**src/rtl/smg_scan_module.sv**
```systemverilog
`default_nettype none
// ============================================================================
// Module      : smg_scan_module
// Description : Six-digit multiplexed 7-segment scanner with per-frame data
//               snapshot, invalid-BCD marking and optional whole-display blink
//               (compiled only when SMG_BLINK_EN is defined).
// Revision    : 1.0 - initial release
// ============================================================================
module smg_scan_module #(
    parameter int T_SCAN       = 50000,
    parameter int BLINK_FRAMES = 83
) (
    input  logic        CLK,
    input  logic        RSTn,
    input  logic [23:0] Digit_Data,
`ifdef SMG_BLINK_EN
    input  logic        Blink,
`endif
    output logic [3:0]  Number_Data,
    output logic [5:0]  rScan,
    output logic        Frame_Done
);

    localparam int          C_CNT_W  = (T_SCAN > 1) ? $clog2(T_SCAN) : 1;
    localparam logic [C_CNT_W-1:0] C_CNT_LAST = C_CNT_W'(T_SCAN - 1);
    localparam logic [2:0]  C_IDX_LAST = 3'd5;
    localparam logic [5:0]  C_BLANK    = 6'b111_111;

    logic               started_q, started_d;
    logic [C_CNT_W-1:0] cnt_q,     cnt_d;
    logic [2:0]         idx_q,     idx_d;
    logic [23:0]        snap_q,    snap_d;
    logic [5:0]         scan_q,    scan_d;
    logic [3:0]         num_q,     num_d;
    logic               fd_q,      fd_d;
    logic               w_wrap;

    // Codes 10..15 collapse to 10, which the encoder shows as a lone decimal point.
    function automatic logic [3:0] f_bcd(input logic [3:0] d);
        return (d > 4'd9) ? 4'd10 : d;
    endfunction

    function automatic logic [3:0] f_pick(input logic [23:0] s, input logic [2:0] i);
        logic [3:0] r;
        case (i)
            3'd0:    r = s[3:0];
            3'd1:    r = s[7:4];
            3'd2:    r = s[11:8];
            3'd3:    r = s[15:12];
            3'd4:    r = s[19:16];
            default: r = s[23:20];
        endcase
        return r;
    endfunction

    always_comb begin
        started_d = started_q;
        cnt_d     = cnt_q;
        idx_d     = idx_q;
        snap_d    = snap_q;
        scan_d    = scan_q;
        num_d     = num_q;
        fd_d      = 1'b0;
        w_wrap    = 1'b0;
        if (!started_q) begin
            started_d = 1'b1;
            cnt_d     = '0;
            idx_d     = 3'd0;
            scan_d    = 6'b111_110;
            snap_d    = Digit_Data;
            num_d     = f_bcd(Digit_Data[3:0]);
        end else if (cnt_q == C_CNT_LAST) begin
            cnt_d = '0;
            if (idx_q == C_IDX_LAST) begin
                // Frame boundary: digit 0 bypasses the snapshot it is loading.
                idx_d  = 3'd0;
                snap_d = Digit_Data;
                num_d  = f_bcd(Digit_Data[3:0]);
                fd_d   = 1'b1;
                w_wrap = 1'b1;
            end else begin
                idx_d = idx_q + 3'd1;
                num_d = f_bcd(f_pick(snap_q, idx_d));
            end
            scan_d = ~(6'b000_001 << idx_d);
        end else begin
            cnt_d = cnt_q + 1'b1;
        end
    end

    always_ff @(posedge CLK or negedge RSTn) begin
        if (!RSTn) begin
            started_q <= 1'b0;
            cnt_q     <= '0;
            idx_q     <= 3'd0;
            snap_q    <= '0;
            scan_q    <= C_BLANK;
            num_q     <= 4'd0;
            fd_q      <= 1'b0;
        end else begin
            started_q <= started_d;
            cnt_q     <= cnt_d;
            idx_q     <= idx_d;
            snap_q    <= snap_d;
            scan_q    <= scan_d;
            num_q     <= num_d;
            fd_q      <= fd_d;
        end
    end

    assign Number_Data = num_q;
    assign Frame_Done  = fd_q;

`ifdef SMG_BLINK_EN
    localparam int C_BF_W = (BLINK_FRAMES > 1) ? $clog2(BLINK_FRAMES) : 1;
    localparam logic [C_BF_W-1:0] C_BF_LAST = C_BF_W'(BLINK_FRAMES - 1);

    logic [C_BF_W-1:0] bcnt_q, bcnt_d;
    logic              phase_q, phase_d;
    logic              blank_q, blank_d;

    // The wrap edge is the event that raises Frame_Done, so counting it here
    // aligns the phase flip with the first cycle of the new frame.
    always_comb begin
        bcnt_d  = bcnt_q;
        phase_d = phase_q;
        if (w_wrap) begin
            if (bcnt_q == C_BF_LAST) begin
                bcnt_d  = '0;
                phase_d = ~phase_q;
            end else begin
                bcnt_d = bcnt_q + 1'b1;
            end
        end
        blank_d = Blink & phase_d;
    end

    always_ff @(posedge CLK or negedge RSTn) begin
        if (!RSTn) begin
            bcnt_q  <= '0;
            phase_q <= 1'b0;
            blank_q <= 1'b0;
        end else begin
            bcnt_q  <= bcnt_d;
            phase_q <= phase_d;
            blank_q <= blank_d;
        end
    end

    assign rScan = scan_q | {6{blank_q}};
`else
    assign rScan = scan_q;
`endif

endmodule
`default_nettype wire
```
**config.mk**
```make
export PLATFORM = sky130hd
export DESIGN_NAME = smg_scan_module
export DESIGN_NICKNAME = d
export VERILOG_FILES = /design/src/rtl/smg_scan_module.sv
export SDC_FILE = /design/constraint.sdc
export NUM_CORES = 1
export LEC_CHECK = 0
export CAP_MARGIN = 15
export CORE_MARGIN = 3
export CORE_UTILIZATION = 45
export DETAILED_ROUTE_END_ITERATION = 10
export GPL_TIMING_DRIVEN = 0
export PLACE_DENSITY = 0.67
export SETUP_SLACK_MARGIN = 0.02
export SYNTH_ARGS = -nofsm -noshare
export SYNTH_HDL_FRONTEND = slang
export SYNTH_SLANG_ARGS = --single-unit
```
**constraint.sdc**
```tcl
create_clock -name CLK -period 5.6 [get_ports CLK]
set_clock_uncertainty 0.15 [all_clocks]
set_input_delay 0.84 -clock CLK [delete_from_list [all_inputs] [get_ports CLK]]
set_output_delay 0.84 -clock CLK [all_outputs]
set_load 0.02 [all_outputs]
```
### Word level (Yosys, flattened, before mapping)

Cells that the tools add are included.

| operators by class | value |
|---|---|
| reduce and logical (&&, ||, !) cells | 2 |
| shift operators | 1 |
| equal/unequal tests | 8 |
| $lt $le $gt $ge | 2 |
| multiplexer cells | 24 |
| $add $sub $neg | 2 |
| bitwise gates (word level) | 1 |

Operators with widths:

| kind | number |
|---|---|
| 24-bit 2-to-1 mux | 3 |
| 16-bit 2-to-1 mux | 2 |
| 4-bit 2-to-1 mux | 8 |
| 4-bit case mux with 5 select lines | 1 |
| 16-bit by 1-bit adder with 16-bit output (second input constant) | 1 |
| 16-bit == test (second input constant) | 1 |
| 3-bit 2-to-1 mux | 5 |
| 6-bit 2-to-1 mux | 2 |
| 4-bit greater-than comparator (second input constant) | 2 |
| 3-bit by 2-bit == test with 1-bit output (second input constant) | 2 |
| 3-bit == test (second input constant) | 2 |
| 6-bit NOT | 1 |
| 1-bit by 3-bit << shifter with 6-bit output (first input constant) | 1 |
| 2-bit by 1-bit != test with 1-bit output (second input constant) | 2 |
| 3-bit by 1-bit adder with 3-bit output (second input constant) | 1 |
| 3-bit by 1-bit == test with 1-bit output (second input constant) | 1 |
| 3-bit zero test | 1 |
| 1-bit 2-to-1 mux | 3 |
| 2-bit AND reduction | 1 |

| storage, ports and cells | value |
|---|---|
| word-level logic and storage cells | 47 |
| output and inout bits | 11 |
| input port bits | 26 |
| register bits | 55 |

### Logic depth before layout (Yosys ltp)

| depth | value |
|---|---|
| word-level depth | 11 |
| depth in mapped cells | 7 |
| gate-level depth less buffers | 6 |

### Worst setup path after synthesis

Ideal clock, no wire load.

| timing | value |
|---|---|
| kind | register to register |
| start point | reg cnt_q[4] |
| end point | reg snap_q[0] |
| path buffers | 1 |
| cell stages (with the launch flop) | 6 |
| path slack | 3.071 ns |
| data required time | 5.325 ns |
| arrival time | 2.254 ns |
| library setup time | 0.125 ns |
| period minus slack after synthesis | 2.529 ns |
| path through | dfrtp_1 or4bb_1 or4_4 o21ai_4 buf_6 mux2_4 |

| between the ends | value |
|---|---|
| cells in the longest elaborated chain, start to end | 3 |

Ends and longest elaborated chain:

| item | line | source |
|---|---|---|
| start, declared | 30 | `logic [C_CNT_W-1:0] cnt_q, cnt_d;` |
| start signal, assigned | 102 | `cnt_q <= cnt_d;` |
| 16-bit == test | 72 | `end else if (cnt_q == C_CNT_LAST) begin` |
| 2-bit by 1-bit != test with 1-bit output (no source line) | -- |  |
| 2-bit AND reduction (no source line) | -- |  |
| end signal, assigned | 104 | `snap_q <= snap_d;` |
| end, declared | 32 | `logic [23:0] snap_q, snap_d;` |

No other way between the ends.
A chain may end at the register's enable or synchronous reset.

### Worst setup path in the final report

| timing | value |
|---|---|
| start point | reg cnt_q[11] |
| end point | reg snap_q[1] |

The elaborated chain is that of the path after synthesis.

==> results.md <==
- Result of the run: finished, final reports clean
- PnR Total Power: 735 uW
- Element type at the critical path start: flip-flop
- Cell taking the most area after synthesis: sky130_fd_sc_hd__dfrtp_1
- Max Cap Violations: 0
- Flip-flop cell with the highest count after synthesis: sky130_fd_sc_hd__dfrtp_1
- DRT Pass-1 Iters: 4
- Clock tree from TritonCTS: done
- Routed via count: about 1,900
- Global-route wire length before repair: 9230 microns
- Clock network latency to the later pin of the worst-skew pair: around 0.31 ns
- Final antenna-violating net count: 0
- Proportion of netlist area held by the largest area contributor: 0.468
- Classification of the worst setup path: reg2reg
- Internal power contribution: around 560 uW
- Std-Cell Core Area: 5570 sq um
- Clock Power Share: 0.289
- Net total in the final layout: between 300 and 400
- Number of flip-flops and latches in the synthesized netlist: between 50 and 60
- Leading post-synthesis cells by cell area: sky130_fd_sc_hd__dfrtp_1, sky130_fd_sc_hd__dfstp_2, sky130_fd_sc_hd__mux2_4, sky130_fd_sc_hd__mux2_1, sky130_fd_sc_hd__nor2_1
- Post-route setup TNS: 0 ns
- # diodes: 0
- Max-slew violation count: 0
- Beginning of the critical path: cnt_q[11]
- # fillers: roughly 520
- Number of clock buffers inserted by TritonCTS: 5
- Reg-to-Reg Start: cnt_q[11]
- Max IR drop VDD: 0.0993 mV
- Die Outline Area: about 6800 sq um
- Setup ws final: around 2.9 ns
- Final Hold Viols: 0
- Unrepaired setup endpoints after global routing: no
- Num Clock Sinks: 55
- Deepest clock path buffer count: 2
- Most instantiated library cell after synthesis: sky130_fd_sc_hd__dfrtp_1
- Post-route cell area: about 3200 sq um
- Crit path time final: between 2 and 3 ns
- Worst-margin pin slew: 0.540 ns
- Worst slack at placement: about 2.8 ns
- FP Rows: 27
- Leading post-synthesis cells by instance count: sky130_fd_sc_hd__dfrtp_1, sky130_fd_sc_hd__nor2_1, sky130_fd_sc_hd__nand2_1
- Starting Density: 0.470
- H-Tree Level Count: 2
- Placer congestion estimate: 0.807
- Critical Path End Type: flip-flop
- Layout overhead on the synthesized area: 20.9%
- Power density relative to cell area: about 230 nW/um^2
- Highest achievable clock rate: roughly 0.36 GHz
- Iteration-0 DRC Markers: 84
- Gate Count Post-Synth: around 230
- Final core occ: 0.568
- Proportion of synthesized chip area in sequential cells: 0.528
- Worst endpoint required time: between 5 and 6 ns
- Horizontal die dimension: between 80 and 90 microns
- Maximum number of pins on one net before global-route repair: 34
- Net switching power: approximately 180 uW
- Share of cells above drive strength 1: 0.134
- Count of hold-fix buffers inserted at cts: 0
- Critical hold path startpoint: cnt_q[0]
- Number of enable-type register cells in the synthesized netlist: 0
- Syn_area_per_cell: between 10 and 15 sq um
- Final period utilization: 0.490
- Rel. slew slack: 0.640
- Yosys cell types: 50
- Number of global-route vias before repair: around 1,900
- Leakage dissipation: roughly 1.3 nW
- Number of port buffers: 36
- Post-DR wirelength/cell: approximately 15 microns
- Count of final setup violators: 0
- Post-CTS Setup Bufs: 0
- Placed cell area: between 3000 and 4000 sq um
- Routed wire length: approximately 5400 microns
- Overall fraction of global-route tracks in use: 0.179
- Part of the total power dissipated in sequential elements: 0.589
- Proportion of power drawn by combinational gates: 0.122
- Max FO, Critical Path: 10
- # DRC: 0
- DP HPWL: around 4000 microns
- Yosys Warn Count: 0
- Clock slew at reported path FFs: about 0.09 ns
- Remaining Overflow, GRT: 0
- Average via count per standard cell: between 5 and 6
- Y dimension of the die: between 80 and 90 microns
- Resize count post-CTS: 0
- Clk root buf: sky130_fd_sc_hd__clkbuf_8
- Netlist Area Pre-Place: between 2000 and 3000 sq um
- Switching part of the total: 0.240
- Number of ports placed on the die boundary: 37
- Initial antenna violation count: 0
- Critical Path AT: between 2 and 3 ns
- Net count after synthesis: 259
- Worst min-delay path category: reg2reg
- Fraction of registers with async set/reset: 1.00
[critical path, cell delays in order (launching register included)]
cell and delay (ns):
sky130_fd_sc_hd__dfrtp_1 0.43, sky130_fd_sc_hd__or4b_1 0.55, sky130_fd_sc_hd__or4_4 0.58, sky130_fd_sc_hd__o21ai_4 0.36
sky130_fd_sc_hd__buf_6 0.25, sky130_fd_sc_hd__mux2_4 0.32
[area by class of cell]
class | count | area, sq um | share of cell area
tap | 72 | 90.1 | 0.0285
sequential | 55 | 1380 | 0.437
clock buffer | 7 | 76.3 | 0.0241
buffer | 12 | 61.3 | 0.0194
clock inverter | 1 | 5.00 | 0.00158
timing repair buffer | 37 | 375 | 0.119
inverter | 7 | 26.3 | 0.00830
multi-input combinational | 158 | 1150 | 0.362
[power groups by stage]
stage                     combinational, mW  clock, mW  sequential [mW]
final                                0.0896      0.213            0.433
after global routing                 0.0986      0.235            0.436
after CTS                            0.0911      0.218            0.433
after detailed placement             0.0906          0            0.441
after global placement               0.0881          0            0.441
after floorplan                      0.0449          0            0.440
[layout by cell type, fill, tap and decap left out, types with 3 or more instances in the layout]
| cell type | netlist | layout |
|---|---|---|
| sky130_fd_sc_hd__dfrtp_1 | 49 | 49 |
| sky130_fd_sc_hd__clkdlybuf4s50_1 | 0 | 35 |
| sky130_fd_sc_hd__nor2_1 | 24 | 24 |
| sky130_fd_sc_hd__nand2_1 | 18 | 18 |
| sky130_fd_sc_hd__clkbuf_1 | 9 | 11 |
| sky130_fd_sc_hd__a21oi_1 | 10 | 10 |
| sky130_fd_sc_hd__mux2_4 | 10 | 10 |
| sky130_fd_sc_hd__o21ai_0 | 9 | 9 |
| sky130_fd_sc_hd__mux2_1 | 8 | 8 |
| sky130_fd_sc_hd__inv_1 | 7 | 7 |
| sky130_fd_sc_hd__xor2_1 | 6 | 6 |
| sky130_fd_sc_hd__dfstp_2 | 6 | 6 |
| sky130_fd_sc_hd__nand3_1 | 5 | 5 |
| sky130_fd_sc_hd__nand4_1 | 5 | 5 |
| sky130_fd_sc_hd__and3_1 | 5 | 5 |
| sky130_fd_sc_hd__xnor2_1 | 5 | 5 |
| sky130_fd_sc_hd__mux2_2 | 5 | 5 |
| sky130_fd_sc_hd__clkbuf_8 | 0 | 5 |
| sky130_fd_sc_hd__or3_1 | 3 | 3 |
| sky130_fd_sc_hd__nor3_1 | 3 | 3 |
| sky130_fd_sc_hd__a31oi_1 | 3 | 3 |
[state kept, by name, summed over array words and instances, names as in the netlist]
register and count:
Frame_Done 1, cnt_q 16, started_q 1, Number_Data 4
idx_q 3, snap_q 24, rScan 6
[metal layers]
metal / GRT usage / routed length [microns]
met5: 0 / 0
met3: 0.0347 / 230
met1: 0.259 / 2620
met4: 0.0465 / 56
met2: 0.275 / 2450
[per-stage QoR]
step | hold slack, ns | cells
after floorplan | 0.303 | 232
after global placement | 0.319 | 340
after detailed placement | 0.326 | 341
after CTS | 0.344 | 349
after global routing | 0.362 | 349
final | 0.340 | 349
[path summary, 6_finish.rpt]
path                            slack [ns]  depth (start not counted)         to
worst max-delay path                  2.85                          5  snap_q[1]
worst min-delay path                  0.34                          1   cnt_q[0]
worst max register to register        2.85                          5  snap_q[1]
worst min register to register        0.34                          1   cnt_q[0]
max in group asynchronous             4.33                          2   rScan[3]
min in group asynchronous             0.36                          1   cnt_q[8]
[cells by family (layout without fill, tap and decap cells)]
family                     Yosys count  count (layout)  share of synthesized area
AOI/OAI and AO/OA                   42              42                      0.110
adders and majority gates            1               1                    0.00478
buffers and inverters               19              64                     0.0334
DFF                                 55              55                      0.528
other                                1               1                    0.00143
and+or+nand+nor                     76              76                      0.147
xor gates and xnor gates            11              11                     0.0368
muxes                               27              27                      0.138
No activity file was read; power rests on OpenSTA's default activity.
==> RTL edit (config.mk and constraints unchanged) <==
Remove the register `fd_q`: a continuous assignment takes its place, so the output `Frame_Done` follows one clock earlier.
--- a/src/rtl/smg_scan_module.sv
+++ b/src/rtl/smg_scan_module.sv
@@ -96,7 +96,6 @@
             snap_q    <= '0;
             scan_q    <= C_BLANK;
             num_q     <= 4'd0;
-            fd_q      <= 1'b0;
         end else begin
             started_q <= started_d;
             cnt_q     <= cnt_d;
@@ -104,9 +103,10 @@
             snap_q    <= snap_d;
             scan_q    <= scan_d;
             num_q     <= num_d;
-            fd_q      <= fd_d;
         end
     end
+
+    assign fd_q = fd_d;
 
     assign Number_Data = num_q;
     assign Frame_Done  = fd_q;
Behaviour: same outputs for any inputs over 10 cycles, from zero or initial values and one cycle with RSTn low; that may be too few to reach the edited logic, so the function may still have changed.
==> RTL edit against the unedited design <==
Sequential cell count shrank 1; power grew 0.32%; synthesized cell count shrank 0.43%; setup slack lost 1300 ps; largest cell class unchanged; cell area shrank 0.47%; wire length grew 1.5%; area after synthesis shrank 0.96%.
==> RTL edit: results (changes against the unedited design) <==
Synthesis
  – Post-Syn Nets: 258 (was 259)
  – Sequential-to-total area share from yosys stat: 52.4% (was 52.8%)
  – Synth area leaders: dfrtp_1 (46%), dfstp_2 (6.1%), mux2_4 (5.8%), mux2_1 (3.5%), nor2_1 (3.5%) (was dfrtp_1 (47%), dfstp_2 (6.0%), mux2_4 (5.7%), mux2_1 (3.4%), nor2_1 (3.4%))
  – Synth cell types: 50 (unchanged)
  – Post-synth top cells: dfrtp_1 (48), nor2_1 (24), nand2_1 (18) (was dfrtp_1 (49), nor2_1 (24), nand2_1 (18))

Placed design
  – Buffers on Ports: 36 (unchanged)
  – Final HPWL DP: 4.04 mm (was 3.97 mm)
  – Routability-driven placement congestion ratio: 0.851 (was 0.807)
  – DP Area: 3060 um2 (was 3080 um2)

Clock network
  – Post-CTS Setup Bufs: 0 (unchanged)
  – Post-cts repair resize count: 0 (unchanged)
  – CTS Buf Count: 5 (unchanged)
  – Clock transition at path regs: 90 ps (about the same)
  – Worst-Skew Late Latency: 310 ps (about the same)
  – Root buf cell: clkbuf_8 (unchanged)

Power
  – Leakage power: 1.31 nW (about the same)
  – P_sw: 0.174 mW (was 0.176 mW)
  – Peak VDD IR: 111 uV (was 99.3 uV)

Drt
  – Final wirelength: 5.44 mm (was 5.36 mm)
  – Routed vias/inst: 5.50 (was 5.46)
  – DRT Pass-1 Iters: 4 (unchanged)
  – Drt first-iter violations: 160 (was 84)

Worst setup path
  – Worst-path cell with the longest stage delay: clkdlybuf4s50_1 (was or4_4)
  – CP max FO: 6 (was 10)
  – CP max stage delay: 620 ps (was 580 ps)
  – WP data arrival: 3010 ps (was 2790 ps)

Status
  – Status: finished clean (unchanged)

Global routing
  – GR Overflow Total: 0 (unchanged)
  – Number of global-route vias before repair: 1882 (was 1871)
  – Total Routing Usage GR: 18.2% (was 17.9%)
  – First-pass GRT wire length: 9.37 mm (was 9.23 mm)
  – Largest net degree at the start of global routing: 31 (was 34)

STA
  – Pin slew with the least headroom to its limit: 591 ps (was 540 ps)
  – Setup_tns: 0 ps (unchanged)

Final layout
  – Max reg flops: 24 (unchanged)
  – Layout cells sized above 1: 13.8% (was 13.4%)
  – Final nets: 302 (was 303)
  – Sequential cell area: 1360 um2 (was 1380 um2)
  – Fillers: 522 (was 519)

Worst hold path
  – Worst hold path cell count: 1 (unchanged)
  – Tightest Hold Check Type: reg2reg (unchanged)
[RTL edit: cell count changes after synthesis]
cell,before,now
dfrtp_1,49,48
[RTL edit: cells by family after synthesis]
| kind of cell | share of synthesized area, % |
|---|---|
| other | 0.145 |
| adders and majority gates | 0.482 |
| muxes | 13.9 |
| AOI/OAI and AO/OA | 11.1 |
| buffers and inverters | 3.38 |
| and+or+nand+nor | 14.8 |
| DFF | 52.4 |
| xor gates and xnor gates | 3.71 |
[RTL edit: power by group through the flow]
stage | Combinational (mW) | Sequential (mW) | Clock (mW)
3_3_place_gp | 0.0882 | 0.433 | 0
4_1_cts | 0.0917 | 0.426 | 0.230
6_report | 0.0900 | 0.426 | 0.221
5_1_grt | 0.0996 | 0.430 | 0.246
3_5_place_dp | 0.0912 | 0.434 | 0
2_1_floorplan | 0.0449 | 0.433 | 0
[RTL edit: cell type report]
class / instances / area share (%)
Sequential cell: 54 / 43.1
Multi-Input combinational cell: 158 / 36.4
Timing Repair Buffer: 37 / 11.9
Tap cell: 72 / 2.86
Clock buffer: 7 / 2.74
Buffer: 12 / 1.95
Inverter: 7 / 0.834
Clock inverter: 1 / 0.159
[RTL edit: stage by stage]
stage	std cells	hold slack, ps	setup slack, ps	power (mW)
2_1_floorplan	231	303	2500	0.477
3_3_place_gp	339	323	1890	0.521
3_5_place_dp	340	328	1930	0.525
4_1_cts	348	348	1580	0.748
5_1_grt	348	368	1480	0.775
6_report	348	344	1600	0.738
[RTL edit: metal layers]
metal / global-route usage [%] / routed length, um
met5: 0 / 0
met1: 26.8 / 2630
met3: 3.40 / 279
met4: 5.15 / 94
met2: 27.3 / 2430
[RTL edit: worst max-delay path, delay by kind of cell, from the launching register on]
kind                   cells  cell delay (ps)
buffers and inverters      2              790
DFF                        1              420
and+or+nand+nor            4             1490
[RTL edit: worst paths after layout]
kind                             from         end  slack [ps]
min reg2reg                snap_q[10]  snap_q[10]         340
max                         cnt_q[11]  Frame_Done        1600
max in group asynchronous        RSTn    rScan[3]        4300
max reg2reg                 cnt_q[11]   snap_q[1]        2830
min                        snap_q[10]  snap_q[10]         340
min in group asynchronous        RSTn    cnt_q[9]         370
